**src/rtl/afifo_tb_pkg.sv**
```systemverilog
// Shared types and constants for the async FIFO read-side blocks.
// Data word type, read-drain FSM states, FIFO read latency.
package afifo_tb_pkg;

    typedef logic [7:0] data_t;
    typedef logic       bit_t;

    typedef enum logic [1:0] {
        RD_IDLE,
        RD_RUN,
        RD_DRAIN
    } rd_state_e;

    localparam int RD_LAT = 1;

endpackage

```
**src/rtl/afifo_rd_skid.sv**
```systemverilog
// Two-entry output buffer between the FIFO read port and the stream.
// Latency: a write is visible at head the cycle after it is written.
// Backpressure: the caller's credit check must keep writes off a full buffer.
module afifo_rd_skid
    import afifo_tb_pkg::*;
(
    input  logic        clk,
    input  logic        rst,
    input  logic        wr,
    input  data_t       wr_dat,
    input  logic        rd,
    input  logic        flush,
    output data_t       head,
    output logic [1:0]  cnt
);

    data_t mem [2];
    logic  wr_ptr;
    logic  rd_ptr;
    logic  wr_ok;
    logic  rd_ok;

    // A write into a full buffer is dropped unless a read frees a slot in the same cycle.
    assign wr_ok = wr && ((cnt != 2'd2) || rd);
    assign rd_ok = rd && (cnt != 2'd0);
    assign head  = mem[rd_ptr];

    always_ff @(posedge clk or posedge rst) begin
        if (rst) begin
            mem[0] <= '0;
            mem[1] <= '0;
            wr_ptr <= 1'b0;
            rd_ptr <= 1'b0;
            cnt    <= 2'd0;
        end else if (flush) begin
            wr_ptr <= 1'b0;
            rd_ptr <= 1'b0;
            cnt    <= 2'd0;
        end else begin
            if (wr_ok) begin
                mem[wr_ptr] <= wr_dat;
                wr_ptr      <= ~wr_ptr;
            end
            if (rd_ok) begin
                rd_ptr <= ~rd_ptr;
            end
            cnt <= cnt + {1'b0, wr_ok} - {1'b0, rd_ok};
        end
    end

endmodule

```
**src/rtl/afifo_rd_drain.sv**
```systemverilog
// Read-domain consumer: pops the async FIFO and re-presents words as a valid/ready stream.
// Latency: first pop to m_valid is 2 cycles; sustained 1 word/cycle.
// Backpressure: pops are credit-limited so buffer plus in-flight never exceeds 2.
module afifo_rd_drain
    import afifo_tb_pkg::*;
#(
    parameter int CNT_W     = 16,
    parameter int BUF_DEPTH = 2
) (
    input  logic             rdclk,
    input  logic             rd_rst,
    input  logic             en,
    input  logic             flush,
    input  logic             empty,
    output logic             pop,
    input  data_t            data_out,
    output logic             m_valid,
    input  logic             m_ready,
    output data_t            m_data,
    output logic [CNT_W-1:0] xfer_cnt,
    output logic             busy
);

    rd_state_e         state;
    rd_state_e         state_nxt;
    logic [RD_LAT-1:0] inflight_q;
    logic              inflight;
    logic [1:0]        buf_cnt;
    logic              hs;
    logic [2:0]        occ;

    assign inflight = inflight_q[RD_LAT-1];
    assign m_valid  = (buf_cnt != 2'd0);
    assign hs       = m_valid && m_ready;
    assign busy     = (state != RD_IDLE);

    // Occupancy after this cycle's handshake; hs implies buf_cnt >= 1 so no underflow.
    assign occ = {1'b0, buf_cnt} + {2'b00, inflight} - {2'b00, hs};
    assign pop = (state == RD_RUN) && !empty && !flush && (occ < 3'(BUF_DEPTH));

    afifo_rd_skid u_skid (
        .clk    (rdclk),
        .rst    (rd_rst),
        .wr     (inflight && !flush),
        .wr_dat (data_out),
        .rd     (hs),
        .flush  (flush),
        .head   (m_data),
        .cnt    (buf_cnt)
    );

    always_ff @(posedge rdclk or posedge rd_rst) begin
        if (rd_rst) begin
            state      <= RD_IDLE;
            inflight_q <= '0;
            xfer_cnt   <= '0;
        end else begin
            state      <= state_nxt;
            inflight_q <= RD_LAT'(pop);
            if (hs) begin
                xfer_cnt <= xfer_cnt + 1'b1;
            end
        end
    end

    always_comb begin
        state_nxt = state;
        case (state)
            RD_IDLE: begin
                if (en) state_nxt = RD_RUN;
            end
            RD_RUN: begin
                if (!en) state_nxt = RD_DRAIN;
            end
            RD_DRAIN: begin
                if (en) begin
                    state_nxt = RD_RUN;
                end else if (buf_cnt == 2'd0 && !inflight) begin
                    state_nxt = RD_IDLE;
                end
            end
            default: state_nxt = RD_IDLE;
        endcase
        if (flush) begin
            state_nxt = en ? RD_RUN : RD_IDLE;
        end
    end

endmodule

```
**config.mk**
```make
export PLATFORM = sky130hd
export DESIGN_NAME = afifo_rd_drain
export DESIGN_NICKNAME = d
export VERILOG_FILES = /design/src/rtl/afifo_tb_pkg.sv /design/src/rtl/afifo_rd_skid.sv /design/src/rtl/afifo_rd_drain.sv
export SDC_FILE = /design/constraint.sdc
export NUM_CORES = 1
export LEC_CHECK = 0
export ABC_AREA = 1
export BUFFER_PORTS_ARGS = -buffer_cell sky130_fd_sc_hd__clkbuf_2
export CAP_MARGIN = 20
export CORE_ASPECT_RATIO = 1.5
export CORE_UTILIZATION = 47
export CTS_BUF_LIST = sky130_fd_sc_hd__clkbuf_8
export CTS_CLUSTER_DIAMETER = 60
export DETAILED_ROUTE_END_ITERATION = 8
export GPL_TIMING_DRIVEN = 0
export PLACE_DENSITY = 0.79
export SYNTH_ARGS = -nofsm -noshare
export SYNTH_HDL_FRONTEND = slang
export SYNTH_HIERARCHICAL = 1
export SYNTH_SLANG_ARGS = --single-unit
```
**constraint.sdc**
```tcl
create_clock -name rdclk -period 5.8 [get_ports rdclk]
set_input_delay 0.58 -clock rdclk [delete_from_list [all_inputs] [get_ports rdclk]]
set_output_delay 0.58 -clock rdclk [all_outputs]
set_load 0.005 [all_outputs]
```
==> impl_metrics.py <==
metrics = {
    "run_status": {
        "status": "completed",
    },
    "setup_path": {
        "cp.required_ps": 5220,
        "crit_fanout": 9,
        "cp-start-kind": "register",
        "cp-end-kind": "output port",
        "cp.arrival_ps": 2790,
        "crit_type": "register to output port",
    },
    "die": {
        "die_x_um": 55.5,
        "io_pins": 41,
        "die_area_um2": 4570,
        "core_region_area_um2": 4030,
        "fp.dieH_um": 82.3,
        "rows": 28,
        "initial_core_util_pct": 50.1,
    },
    "timing": {
        "maxSlewViolCount": 0,
        "period_needed_ps": 3370,
        "hold_ws_ps": 396,
        "setup-violations-final": 0,
        "finalHoldViolCount": 0,
        "fmax_ghz": 0.297,
        "period_share_pct": 58.0,
        "fin_skew_ps": 9.12,
        "fin_setup_tns_ps": 0,
        "max_slew_margin_pct": 49.9,
        "rsz0062_at_grt": "no",
        "tightest_slew_ps": 751,
    },
    "placed_design": {
        "post-dp-hpwl_mm": 2.94,
        "io_buffers": 40,
        "place_area_um2": 2280,
        "place.gp.congestion": 0.791,
        "placedCellCount": 317,
    },
    "finish": {
        "multi_input_area_um2": 945,
        "layout.nets": 298,
        "stdcell_count": 324,
        "fin_area_um2": 2380,
        "area_growth_pct": 17.8,
        "antenna_cells": 0,
        "utilization_pct": 59.0,
        "regArea_um2": 976,
        "fill_cells": 361,
        "drive_gt1_share_pct": 27.6,
    },
    "power_and_ir_drop": {
        "leakage_nw": 1.26,
        "p_per_area_nw_per_um2": 266,
        "ir_drop_v": 0.000200,
    },
    "synthesis": {
        "synth-seq-cells": 39,
        "yosysWarnings": 6,
        "syn_inst": 232,
        "postSynthNetCount": 251,
        "avgSynthCellArea_um2": 8.70,
        "netlist-cell-type-count": 29,
        "yosysSeqAreaShare_pct": 48.3,
        "netlist_area_um2": 2020,
    },
    "detailed_routing": {
        "wirelength_mm": 3.98,
        "vias": 1632,
        "remaining_drc_errors": 0,
        "wire_per_inst_um": 12.3,
        "drtIter0Drc": 62,
        "viasPerCell": 5.04,
        "final_antenna_net_count": 0,
        "first_pass_iters": 6,
    },
    "grt": {
        "grt_max_degree": 21,
        "grt_first_pass_wirelength_mm": 6.79,
        "overflow": 0,
        "grt_usage_pct": 19.2,
        "grt_pass1_vias": 1660,
        "antenna_found_initial": 0,
    },
    "clock_network": {
        "h-tree-depth": 2,
        "clk_latency_ps": 290,
        "clkTransAtPathRegs_ps": 80,
        "cts_tree": "yes",
        "cts_root_buf": "clkbuf_8",
        "cts_buffers": 5,
        "cts_resized": 0,
        "postCtsSetupRepairBufs": 0,
        "ctsHoldBuffers": 0,
        "cts_sinks": 39,
        "clock_path_buffers": 2,
    },
    "run": {
        "cap_violations": 0,
    },
    "worst_hold_path": {
        "min_path_type": "input port to async pin",
    },
}
==> cell usage after synthesis <==
master	count	share of area [%]
nor2_2	7	2.2
inv_2	2	0.37
nor2_8	1	0.99
or2_2	2	0.62
mux2_2	8	4.5
xnor2_1	4	1.7
xor2_1	7	3.0
o21ai_1	1	0.25
nand3_1	14	3.5
nand2_4	1	0.56
nand2_1	79	15
buf_2	1	0.25
nor3_1	1	0.25
nor4_1	2	0.62
a31oi_1	1	0.31
o21ai_0	3	0.74
a21oi_1	1	0.25
nand3_2	4	2.0
nor2_4	1	0.56
ha_1	4	2.5
nand2_2	1	0.31
nand4_1	3	0.93
inv_1	23	4.3
fa_1	1	0.99
o21ai_2	1	0.43
nor2_1	16	3.0
nand4_2	2	1.2
nand3b_1	2	0.74
dfrtp_1	39	48
==> logic make-up (layout without fill, tap and decap cells) <==
logic type / count (synthesis) / in the layout / synth area share (%)
adders and majority gates: 5 / 5 / 3.47
DFF: 39 / 39 / 48.3
AOI/OAI and AO/OA: 7 / 7 / 1.98
muxes: 8 / 8 / 4.46
xor gates and xnor gates: 11 / 11 / 4.77
and+or+nand+nor: 136 / 136 / 32.1
buffers and inverters: 26 / 73 / 4.89
==> final timing paths <==
check                                                 from                         end  slack (ps)  depth (start not counted)
max in group asynchronous                           rd_rst   u_skid/mem[8]$_DFFE_PP0P_        4920                          2
worst max-delay path               u_skid/cnt[1]$_DFF_PP0_                         pop        2430                          9
worst min-delay path                                rd_rst     xfer_cnt[0]$_DFFE_PP0P_         400                          2
min in group rdclk                                   empty          inflight$_DFF_PP0_         460                          2
worst max register to register     u_skid/cnt[1]$_DFF_PP0_          inflight$_DFF_PP0_        3360                          8
worst min register to register  u_skid/mem[12]$_DFFE_PP0P_  u_skid/mem[12]$_DFFE_PP0P_         480                          2
==> flip-flops by register name (all words and copies together), names as in the netlist <==
signal         cells
u_skid/mem        16
xfer_cnt          16
state              2
u_skid/cnt         2
inflight           1
u_skid/rd_ptr      1
u_skid/wr_ptr      1
==> layout by cell type, fill, tap and decap left out, types with 2 or more instances in the layout <==
cell       n
clkbuf_2  40
clkbuf_8   5
dfrtp_1   39
ha_1       4
inv_1     24
inv_2      2
mux2_2     8
nand2_1   79
nand3_1   14
nand3_2    4
nand3b_1   2
nand4_1    3
nand4_2    2
nor2_1    16
nor2_2     7
nor4_1     2
o21ai_0    3
or2_2      2
xnor2_1    4
xor2_1     7
==> through the flow <==
step	power, mW	worst slack [ps]
after detailed placement	0.422	2670
after floorplan	0.381	3060
after global placement	0.418	2710
final	0.632	2430
after global routing	0.662	2340
after CTS	0.640	2430
==> critical path, cell delays in order, from the launching register on <==
cell and delay, ps:
dfrtp_1 500, nor2_2 280, nor2_8 80, ha_1 270
or2_2 310, fa_1 370, inv_1 80, nor2_1 40
nor4_1 380, clkbuf_2 180
==> metal layers <==
layer | global-route usage, % | wire [µm]
met1 | 19.2 | 1610
met2 | 36.1 | 2110
met3 | 5.92 | 197
met4 | 9.50 | 63
met5 | 0 | 0
==> final cells by class <==
type	instances	area share, %
Clock inverter	2	1.42
Buffer	1	0.210
Tap cell	45	2.37
Clock buffer	5	2.89
Inverter	25	3.95
Sequential cell	39	41.0
Timing Repair Buffer	40	8.42
Multi-Input combinational cell	167	39.7
==> power breakdown <==
| part | leakage [nW] | internal (mW) | total (mW) | switching [mW] |
|---|---|---|---|---|
| Clock | 0.0554 | 0.124 | 0.215 | 0.0910 |
| Sequential | 0.493 | 0.298 | 0.320 | 0.0222 |
| Combinational | 0.712 | 0.0447 | 0.0962 | 0.0515 |
| Total | 1.26 | 0.467 | 0.632 | 0.165 |
(Power assumes the default switching activity.)
